--- src/rtl/gmii_tx_framer_if.sv ---
// Byte-stream handshake between a packet source and gmii_tx_framer.
//   in_valid  source -> framer  byte on in_data is valid
//   in_sop    source -> framer  byte is the first of a packet
//   in_eop    source -> framer  byte is the last of a packet
//   in_data   source -> framer  payload byte
//   in_ready  framer -> source  byte is taken when in_valid & in_ready
interface gmii_tx_framer_if;
    logic       in_valid;
    logic       in_sop;
    logic       in_eop;
    logic [7:0] in_data;
    logic       in_ready;

    modport master (output in_valid, in_sop, in_eop, in_data, input in_ready);
    modport slave  (input in_valid, in_sop, in_eop, in_data, output in_ready);
endinterface

--- src/rtl/gmii_tx_framer.sv ---
// Transmit MAC framer: turns a sop/eop byte stream into GMII frames
// (preamble, SFD, payload, zero padding, CRC-32 FCS) and enforces the
// inter-frame gap. Frames are aborted on source underrun or oversize.
// Ports:
//   gmii_clk    transmit byte clock
//   rst         synchronous active-high reset
//   stream      byte-stream handshake (slave side)
//   gmii_den    GMII TX enable, registered
//   gmii_dout   GMII TX data, registered, 0x00 whenever gmii_den is low
//   frame_done  pulse in the first gmii_den-low cycle after a good frame
//   underrun    pulse when a frame is aborted for missing payload bytes
//   oversize    pulse when a frame is aborted for exceeding MAX_FRAME
module gmii_tx_framer #(
    parameter int PREAMBLE_LEN = 7,
    parameter int MIN_FRAME    = 64,
    parameter int MAX_FRAME    = 1518,
    parameter int IFG_CYCLES   = 12,
    parameter int PAD_EN       = 1,
    parameter int FCS_EN       = 1
) (
    input  logic             gmii_clk,
    input  logic             rst,
    gmii_tx_framer_if.slave  stream,
    output logic             gmii_den,
    output logic [7:0]       gmii_dout,
    output logic             frame_done,
    output logic             underrun,
    output logic             oversize
);
    localparam logic [15:0] PAD_TARGET = 16'(MIN_FRAME - 4);
    localparam logic [15:0] PAY_LIMIT  = 16'(MAX_FRAME - 4);
    localparam logic [15:0] PRE_LAST   = 16'(PREAMBLE_LEN - 1);
    localparam logic [15:0] IFG_LAST   = 16'(IFG_CYCLES - 1);

    typedef enum logic [2:0] {
        IDLE, PREAMBLE, SFD, DATA, PAD, FCS, DISCARD, IFG
    } state_t;

    // Every state decides what goes on the wire in the following cycle, so
    // gmii_den/gmii_dout come straight from flops.
    state_t      state_q, state_d;
    logic        den_q, den_d;
    logic [7:0]  dout_q, dout_d;
    logic [31:0] crc_q, crc_d;
    logic [15:0] cnt_q, cnt_d;      // payload + pad bytes of this frame
    logic [15:0] aux_q, aux_d;      // preamble / FCS byte / IFG cycle index
    logic        abort_q, abort_d;  // frame was cut short: no frame_done
    logic        frame_done_q, frame_done_d;
    logic        underrun_q, underrun_d;
    logic        oversize_q, oversize_d;
    logic        ready;
    logic [15:0] cnt_inc;
    logic [31:0] fcs_word;

    // Reflected CRC-32 (poly 0xEDB88320), one byte LSB-first.
    function automatic logic [31:0] crc_byte(input logic [31:0] crc, input logic [7:0] data);
        logic [31:0] c;
        c = crc ^ {24'd0, data};
        for (int i = 0; i < 8; i++) begin
            c = c[0] ? ((c >> 1) ^ 32'hEDB88320) : (c >> 1);
        end
        return c;
    endfunction

    assign cnt_inc  = cnt_q + 16'd1;
    assign fcs_word = ~crc_q;

    // NOTE: every signal gets a default at the top of always_comb so no
    // path through the case leaves it unassigned, which would infer a latch.
    always_comb begin
        state_d      = state_q;
        den_d        = 1'b0;
        dout_d       = 8'h00;
        crc_d        = crc_q;
        cnt_d        = cnt_q;
        aux_d        = aux_q;
        abort_d      = abort_q;
        frame_done_d = 1'b0;
        underrun_d   = 1'b0;
        oversize_d   = 1'b0;
        ready        = 1'b0;

        case (state_q)
            IDLE: begin
                if (stream.in_valid && stream.in_sop) begin
                    // The sop byte stays on the bus until the SFD cycle.
                    state_d = (PREAMBLE_LEN > 1) ? PREAMBLE : SFD;
                    den_d   = 1'b1;
                    dout_d  = 8'h55;
                    aux_d   = 16'd1;
                    crc_d   = 32'hFFFFFFFF;
                    cnt_d   = 16'd0;
                    abort_d = 1'b0;
                end else begin
                    // Stray bytes outside a packet are swallowed.
                    ready = stream.in_valid;
                end
            end
            PREAMBLE: begin
                den_d  = 1'b1;
                dout_d = 8'h55;
                aux_d  = aux_q + 16'd1;
                if (aux_q == PRE_LAST) state_d = SFD;
            end
            SFD: begin
                den_d   = 1'b1;
                dout_d  = 8'hD5;
                state_d = DATA;
            end
            DATA: begin
                // This also covers the cycle in which the SFD is on the wire.
                ready = 1'b1;
                if (!stream.in_valid) begin
                    state_d    = DISCARD;
                    underrun_d = 1'b1;
                    abort_d    = 1'b1;
                end else begin
                    den_d  = 1'b1;
                    dout_d = stream.in_data;
                    crc_d  = crc_byte(crc_q, stream.in_data);
                    cnt_d  = cnt_inc;
                    if (stream.in_eop) begin
                        aux_d = 16'd0;
                        if (PAD_EN != 0 && cnt_inc < PAD_TARGET) state_d = PAD;
                        else if (FCS_EN != 0)                    state_d = FCS;
                        else                                     state_d = IFG;
                    end else if (cnt_inc == PAY_LIMIT) begin
                        // Limit byte still goes out; the wire drops after it.
                        state_d    = DISCARD;
                        oversize_d = 1'b1;
                        abort_d    = 1'b1;
                    end
                end
            end
            PAD: begin
                den_d = 1'b1;
                crc_d = crc_byte(crc_q, 8'h00);
                cnt_d = cnt_inc;
                if (cnt_inc >= PAD_TARGET) begin
                    aux_d   = 16'd0;
                    state_d = (FCS_EN != 0) ? FCS : IFG;
                end
            end
            FCS: begin
                den_d  = 1'b1;
                dout_d = fcs_word[{aux_q[1:0], 3'b000} +: 8];
                aux_d  = aux_q + 16'd1;
                if (aux_q[1:0] == 2'd3) begin
                    aux_d   = 16'd0;
                    state_d = IFG;
                end
            end
            DISCARD: begin
                ready = 1'b1;
                if (stream.in_valid && stream.in_eop) begin
                    aux_d   = 16'd0;
                    state_d = IFG;
                end
            end
            IFG: begin
                // First IFG cycle still shows the last frame byte, so the
                // pulse registered here lands on the first den-low cycle.
                frame_done_d = (aux_q == 16'd0) && !abort_q;
                aux_d        = aux_q + 16'd1;
                if (aux_q >= IFG_LAST) state_d = IDLE;
            end
            default: state_d = IDLE;
        endcase
    end

    // NOTE: sequential state uses non-blocking assignments so every flop
    // samples the pre-edge values regardless of statement order.
    always_ff @(posedge gmii_clk) begin
        if (rst) begin
            state_q      <= IDLE;
            den_q        <= 1'b0;
            dout_q       <= 8'h00;
            crc_q        <= 32'hFFFFFFFF;
            cnt_q        <= 16'd0;
            aux_q        <= 16'd0;
            abort_q      <= 1'b0;
            frame_done_q <= 1'b0;
            underrun_q   <= 1'b0;
            oversize_q   <= 1'b0;
        end else begin
            state_q      <= state_d;
            den_q        <= den_d;
            dout_q       <= dout_d;
            crc_q        <= crc_d;
            cnt_q        <= cnt_d;
            aux_q        <= aux_d;
            abort_q      <= abort_d;
            frame_done_q <= frame_done_d;
            underrun_q   <= underrun_d;
            oversize_q   <= oversize_d;
        end
    end

    assign stream.in_ready = ready & ~rst;
    assign gmii_den        = den_q;
    assign gmii_dout       = dout_q;
    assign frame_done      = frame_done_q;
    assign underrun        = underrun_q;
    assign oversize        = oversize_q;
endmodule

--- src/flat_wrapper.sv ---
// flat-port wrapper written by rule: the top's interface ports become plain ports
module gmii_tx_framer_flat 
#(
    parameter int PREAMBLE_LEN = 7,
    parameter int MIN_FRAME    = 64,
    parameter int MAX_FRAME    = 1518,
    parameter int IFG_CYCLES   = 12,
    parameter int PAD_EN       = 1,
    parameter int FCS_EN       = 1
)
  (gmii_clk, rst, gmii_den, gmii_dout, frame_done, underrun, oversize, stream_in_valid, stream_in_sop, stream_in_eop, stream_in_data, stream_in_ready);
  gmii_tx_framer_if stream_i ();
  input  logic gmii_clk;
  input  logic rst;
  output logic gmii_den;
  output logic [7:0] gmii_dout;
  output logic frame_done;
  output logic underrun;
  output logic oversize;
  input wire logic [$bits(stream_i.in_valid)-1:0] stream_in_valid;
  input wire logic [$bits(stream_i.in_sop)-1:0] stream_in_sop;
  input wire logic [$bits(stream_i.in_eop)-1:0] stream_in_eop;
  input wire logic [$bits(stream_i.in_data)-1:0] stream_in_data;
  output wire logic [$bits(stream_i.in_ready)-1:0] stream_in_ready;
  assign stream_i.in_valid = stream_in_valid;
  assign stream_i.in_sop = stream_in_sop;
  assign stream_i.in_eop = stream_in_eop;
  assign stream_i.in_data = stream_in_data;
  assign stream_in_ready = stream_i.in_ready;
  gmii_tx_framer #(.PREAMBLE_LEN(PREAMBLE_LEN), .MIN_FRAME(MIN_FRAME), .MAX_FRAME(MAX_FRAME), .IFG_CYCLES(IFG_CYCLES), .PAD_EN(PAD_EN), .FCS_EN(FCS_EN)) u_core (.gmii_clk(gmii_clk), .rst(rst), .stream(stream_i), .gmii_den(gmii_den), .gmii_dout(gmii_dout), .frame_done(frame_done), .underrun(underrun), .oversize(oversize));
endmodule
--- config.mk ---
export PLATFORM = sky130hd
export DESIGN_NAME = gmii_tx_framer_flat
export DESIGN_NICKNAME = d
export VERILOG_FILES = /design/src/rtl/gmii_tx_framer_if.sv /design/src/rtl/gmii_tx_framer.sv /design/src/flat_wrapper.sv
export SDC_FILE = /design/constraint.sdc
export NUM_CORES = 1
export LEC_CHECK = 0
export ABC_AREA = 1
export CAP_MARGIN = 30
export CELL_PAD_IN_SITES_DETAIL_PLACEMENT = 0
export CELL_PAD_IN_SITES_GLOBAL_PLACEMENT = 1
export CORE_ASPECT_RATIO = 0.9
export CORE_MARGIN = 10
export CORE_UTILIZATION = 25
export CTS_CLUSTER_SIZE = 40
export DETAILED_ROUTE_END_ITERATION = 8
export PLACE_DENSITY_LB_ADDON = 0.1
export SETUP_SLACK_MARGIN = 0.1
export SLEW_MARGIN = 20
export SYNTH_ARGS = -nofsm -noshare
export SYNTH_HDL_FRONTEND = slang
export SYNTH_SLANG_ARGS = --single-unit
--- constraint.sdc ---
create_clock -name gmii_clk -period 3.75 [get_ports gmii_clk]
set_input_delay 0.75 -clock gmii_clk [delete_from_list [all_inputs] [get_ports gmii_clk]]
set_output_delay 0.75 -clock gmii_clk [all_outputs]
set_load 0.02 [all_outputs]
Word-level counts from Yosys, hierarchy flattened
Index checks and enable logic that the tools add are counted.
- reduce and logical (&&, ||, !) cells: 19
- magnitude comparators: 3
- bitwise gates (word level): 23
- eq/ne operators: 21
- shift-type cells: 1
- add/subtract/negate cells: 2
- multiplexer cells: 55
- operators with widths (operator ; count):
    two-way mux 32 bit ; 18
    NOT 13 -> 14 bit ; 16
    two-way mux 16 bit ; 8
    case mux 16 bit (6 select lines) ; 1
    case mux 32 bit (3 select lines) ; 1
    case mux 16 bit (3 select lines) ; 1
    case mux 8 bit (5 select lines) ; 1
    adder 16 x 1 -> 16 bit, second input constant ; 2
    NOT 32 bit ; 1
    variable part select 32 x 6 -> 8 bit ; 1
    XOR 32 x 8 -> 32 bit ; 1
    two-way mux 3 bit ; 9
    case mux 3 bit (8 select lines) ; 1
    equality test 16 x 11 -> 1 bit, second input constant ; 1
    equality test 16 x 3 -> 1 bit, second input constant ; 1
    >= comparator 16 x 4 -> 1 bit, second input constant ; 1
    >= comparator 16 x 6 -> 1 bit, second input constant ; 1
    logical NOT 16 bit ; 1
    less-than comparator 16 x 6 -> 1 bit, second input constant ; 1
    equality test 3 bit, second input constant ; 4
    != test 2 x 1 -> 1 bit, second input constant ; 6
    two-way mux 1 bit ; 10
    two-way mux 8 bit ; 1
    OR reduction 2 bit ; 4
    other kinds (23) ; 32
- bits in registers: 80
- output and inout port bits: 13

Depth between registers and ports, before layout
- word-level depth: 19
- mapped depth: 17
- depth with buffers taken out: 17

Worst setup path after synthesis
No wires, ideal clock.
- path kind: input port to output port
- from: in rst
- to: out stream_in_ready
- stages: 3
- data arrival time: 1.495 ns
- buffers on the path: 2
- slack: 1.505 ns
- data required time: 3.000 ns
- path through: clkbuf_1 -> clkbuf_1 -> a21oi_1
- longest elaborated chain between the ends: 2
- ends and longest elaborated chain (what ; line ; source):
    start, declared ; flat_wrapper.sv:14 ; input logic rst;
    NOT 1 bit ; gmii_tx_framer.sv:199 ; assign stream.in_ready = ready & ~rst;
    AND 1 bit ; gmii_tx_framer.sv:199 ;
    end, declared ; flat_wrapper.sv:24 ; output wire logic [$bits(stream_i.in_ready)-1:0] stream_in_ready;
Every way passes these cells.

Final worst setup path
- from: in stream_in_valid
- to: out stream_in_ready
- longest elaborated chain between the ends: 4
- ends and longest elaborated chain (what ; line ; source):
    start, declared ; flat_wrapper.sv:20 ; input wire logic [$bits(stream_i.in_valid)-1:0] stream_in_valid;
    logical AND 1 bit ; gmii_tx_framer.sv:85 ; if (stream.in_valid && stream.in_sop) begin
    two-way mux 1 bit * ; gmii_tx_framer.sv:85 ;
    case mux 1 bit (2 select lines) * ; gmii_tx_framer.sv:83 ; case (state_q)
    AND 1 bit * ; gmii_tx_framer.sv:199 ;
Every way passes the cells marked *; elsewhere a longest branch is shown, timed or not.

==> out/results.tsv <==
metric	value	unit
critPathMaxFanout	5	
drt_pre_antenna_iters	5	
wl_per_cell	17.6	um
synth_top_area_share	25.1	%
tightest_slew	0.779	ns
comb_power_share	63.3	%
antenna_found_initial	1	
timing.fmax	329	MHz
post-cts-setup-buffer-count	0	
clkPwrFrac	14.6	%
hold_depth	2	
drive_gt1_share	11.5	%
dr.first_iter.drc_count	403	
gp_congestion	0.823	
grt_pass1_wl	37.2	mm
cts_tree	done	
p_per_area	837	nW/um2
hold_viol	0	
core_area	25100	um2
final_util	29.1	%
clk_latency	0.36	ns
nFillCells	2815	
timing.rr.end	u_core.crc_q[9]	
ios	26	
rr_startpoint	u_core.state_q[2]	
cts_sinks	80	
place_inst	1330	
worst_hold_path.endpoint	u_core.aux_q[14]	
netlist_area	6380	um2
portBuffers	25	
drc	0	
postSynthNetCount	997	
p_seq_share	22.0	%
setup_tns	0	ns
routed_wirelength	23.7	mm
slew_headroom	48.0	%
synth_edf_count	0	
startpoint_type	input port	
synth.distinct_cells	51	
critical_path_class	in2out	
track_usage	14.8	%
grt_max_degree	50	
end_kind	output port	
p_sw_share	52.7	%
drv_cap	0	
async_flop_share	0	%
synth_top_area_cell	dfxtp_1	
final.min_clock_period	3.04	ns
worstPathRequired	3.00	ns
vdd_drop_max	261	uV
clk_pin_slew	0.06	ns
ys.flop_type	dfxtp_1	
reg2reg_setup_slack	1.08	ns
die-area	32300	um2
root_buffer	clkbuf_16	
p_int	2890	uW
stdcell_count	1347	
initial_core_util	25.4	%
syn-instance-count	978	
drv_slew	0	
viasPerCell	4.64	
fin_nets	1018	
p_leak	0.00286	uW
grt_pass1_vias	6038	
status	finished clean	
die_w	188	um
synth-seq-cells	80	
die_y	172	um
syn_to_final_growth	14.6	%
finalCritPeriodShare	81.1	%
cts_resized	0	
ant_nets	0	
reg2regPathDepth	8	
clockBufferDepth	2	
grt_setup_unrepaired	no	
worst_hold_slack	0.470	ns
hold_start	u_core.aux_q[14]	
hpwlAfterDp	17.3	mm
htree_levels	3	
p_sw	3220	uW
cp.arrival	2.29	ns
num_rows	55	
cts_hold_buffers	0	
synth.area.top_cells	dfxtp_1 25%, nand2_1 13%, a21oi_1 7.8%, xor2_1 7.6%, o21ai_0 6.4%	
postSynthAreaPerCell	6.52	um2
grt_overflow	0	
yosys_warnings	0	
cts_inserted_buffers	9	
final-setup-viol-count	0	
vias	6249	
fin_skew	0.0136	ns
total_power	6120	uW
ys_seq_area_share	25.1	%
min_path_type	reg2reg	
==> worst max-delay path by stage <==
| stage | start | endpoint | slack (ns) | cells after the start |
|---|---|---|---|---|
| after floorplan | rst | stream_in_ready | 1.51 | 3 |
| after global placement | stream_in_valid | stream_in_ready | 0.70 | 6 |
| after detailed placement | stream_in_valid | stream_in_ready | 0.70 | 6 |
| after CTS | stream_in_valid | stream_in_ready | 0.69 | 6 |
| after global routing | stream_in_valid | stream_in_ready | 0.56 | 6 |
| final | stream_in_valid | stream_in_ready | 0.71 | 6 |
==> placed cells by master, fill, tap and decap left out, drive strengths merged <==
| master | instances |
|---|---|
| a32oi | 3 |
| nor3 | 12 |
| diode | 1 |
| or2 | 11 |
| o31ai | 1 |
| nand3b | 5 |
| inv | 99 |
| nor4b | 1 |
| buf | 23 |
| nor2 | 83 |
| o21a | 1 |
| xor2 | 57 |
| clkinvlp | 1 |
| a211oi | 4 |
| xnor2 | 43 |
| nor4 | 2 |
| nand3 | 56 |
| nand4 | 10 |
| o21bai | 3 |
| o21ai | 85 |
| nand2 | 250 |
| ha | 6 |
| a21boi | 1 |
| o22ai | 1 |
| o2111ai | 2 |
| o211ai | 15 |
| clkbuf | 9 |
| a31oi | 1 |
| clkinv | 4 |
| clkdlybuf4s50 | 24 |
| a21oi | 111 |
| dfxtp | 80 |
==> per-layer routing <==
| layer | vias up | part of all wire, % | global-route usage, % | wire [um] |
|---|---|---|---|---|
| li1 | 3242 | - | - | - |
| met1 | 2910 | 52 | 20.5 | 12300 |
| met2 | 86 | 45 | 23.7 | 10600 |
| met3 | 11 | 2.7 | 2.41 | 648 |
| met4 | 0 | 0.81 | 2.76 | 192 |
| met5 | - | 0 | 0 | 0 |
==> critical path: stages <==
cell             delay, ns
clkdlybuf4s50_1       0.54
inv_1                 0.09
nor2_1                0.09
a21oi_1               0.07
a21oi_1               0.14
clkdlybuf4s50_1       0.62
==> state kept, by name (all words and copies together) (netlist names) <==
register and flops:
u_core.aux_q 16, u_core.abort_q 1, u_core.cnt_q 16, u_core.gmii_den 1, u_core.crc_q 32, u_core.underrun 1, u_core.frame_done 1, u_core.state_q 3
u_core.oversize 1, u_core.gmii_dout 8
==> final cells by class <==
cell class	instances	area [um2]	area share, %
multi-input cells	764	4220	57.8
flip-flops and latches	80	1600	21.9
well taps	342	428	5.86
repair buffers	47	410	5.62
inverters	97	364	4.98
clock buffers	9	225	3.08
clock inverters	7	55.1	0.753
diodes	1	2.50	0.0342
==> power by group through the flow <==
stage	registers (uW)	clock network [uW]	logic, uW
global route	1380	961	4320
global placement	1370	0	3930
detailed placement	1360	0	3880
finish	1350	895	3870
CTS	1350	937	3900
floorplan	1240	0	2910
==> logic make-up after synthesis <==
kind of cell             Yosys count  synth area share, %
AND/OR/NAND/NOR                  430                 30.3
AO/OA/AOI/OAI                    228                 20.0
buffers and inverters            134                 8.81
XOR/XNOR                         100                 14.7
flip-flops                        80                 25.1
adder cells (fa/ha/maj)            6                 1.18
==> metrics by stage <==
| step | instance area, um2 | setup slack (ns) |
|---|---|---|
| 6_report | 7310 | 0.710 |
| 4_1_cts | 7310 | 0.689 |
| 2_1_floorplan | 6380 | 1.51 |
| 5_1_grt | 7310 | 0.556 |
| 3_3_place_gp | 7030 | 0.703 |
| 3_5_place_dp | 7030 | 0.701 |
==> cell usage after synthesis (4+ instances only) <==
| cell type | number |
|---|---|
| a211oi_1 | 4 |
| a21oi_1 | 99 |
| a21oi_2 | 12 |
| buf_2 | 7 |
| buf_4 | 6 |
| clkbuf_1 | 20 |
| dfxtp_1 | 80 |
| ha_1 | 6 |
| inv_1 | 87 |
| inv_2 | 9 |
| nand2_1 | 224 |
| nand2_2 | 25 |
| nand3_1 | 53 |
| nand3b_1 | 5 |
| nand4_1 | 10 |
| nor2_1 | 72 |
| nor2_2 | 7 |
| nor3_1 | 12 |
| o211ai_1 | 15 |
| o21ai_0 | 81 |
| or2_2 | 9 |
| xnor2_1 | 40 |
| xor2_1 | 55 |
No activity file was read; power rests on OpenSTA's default activity.
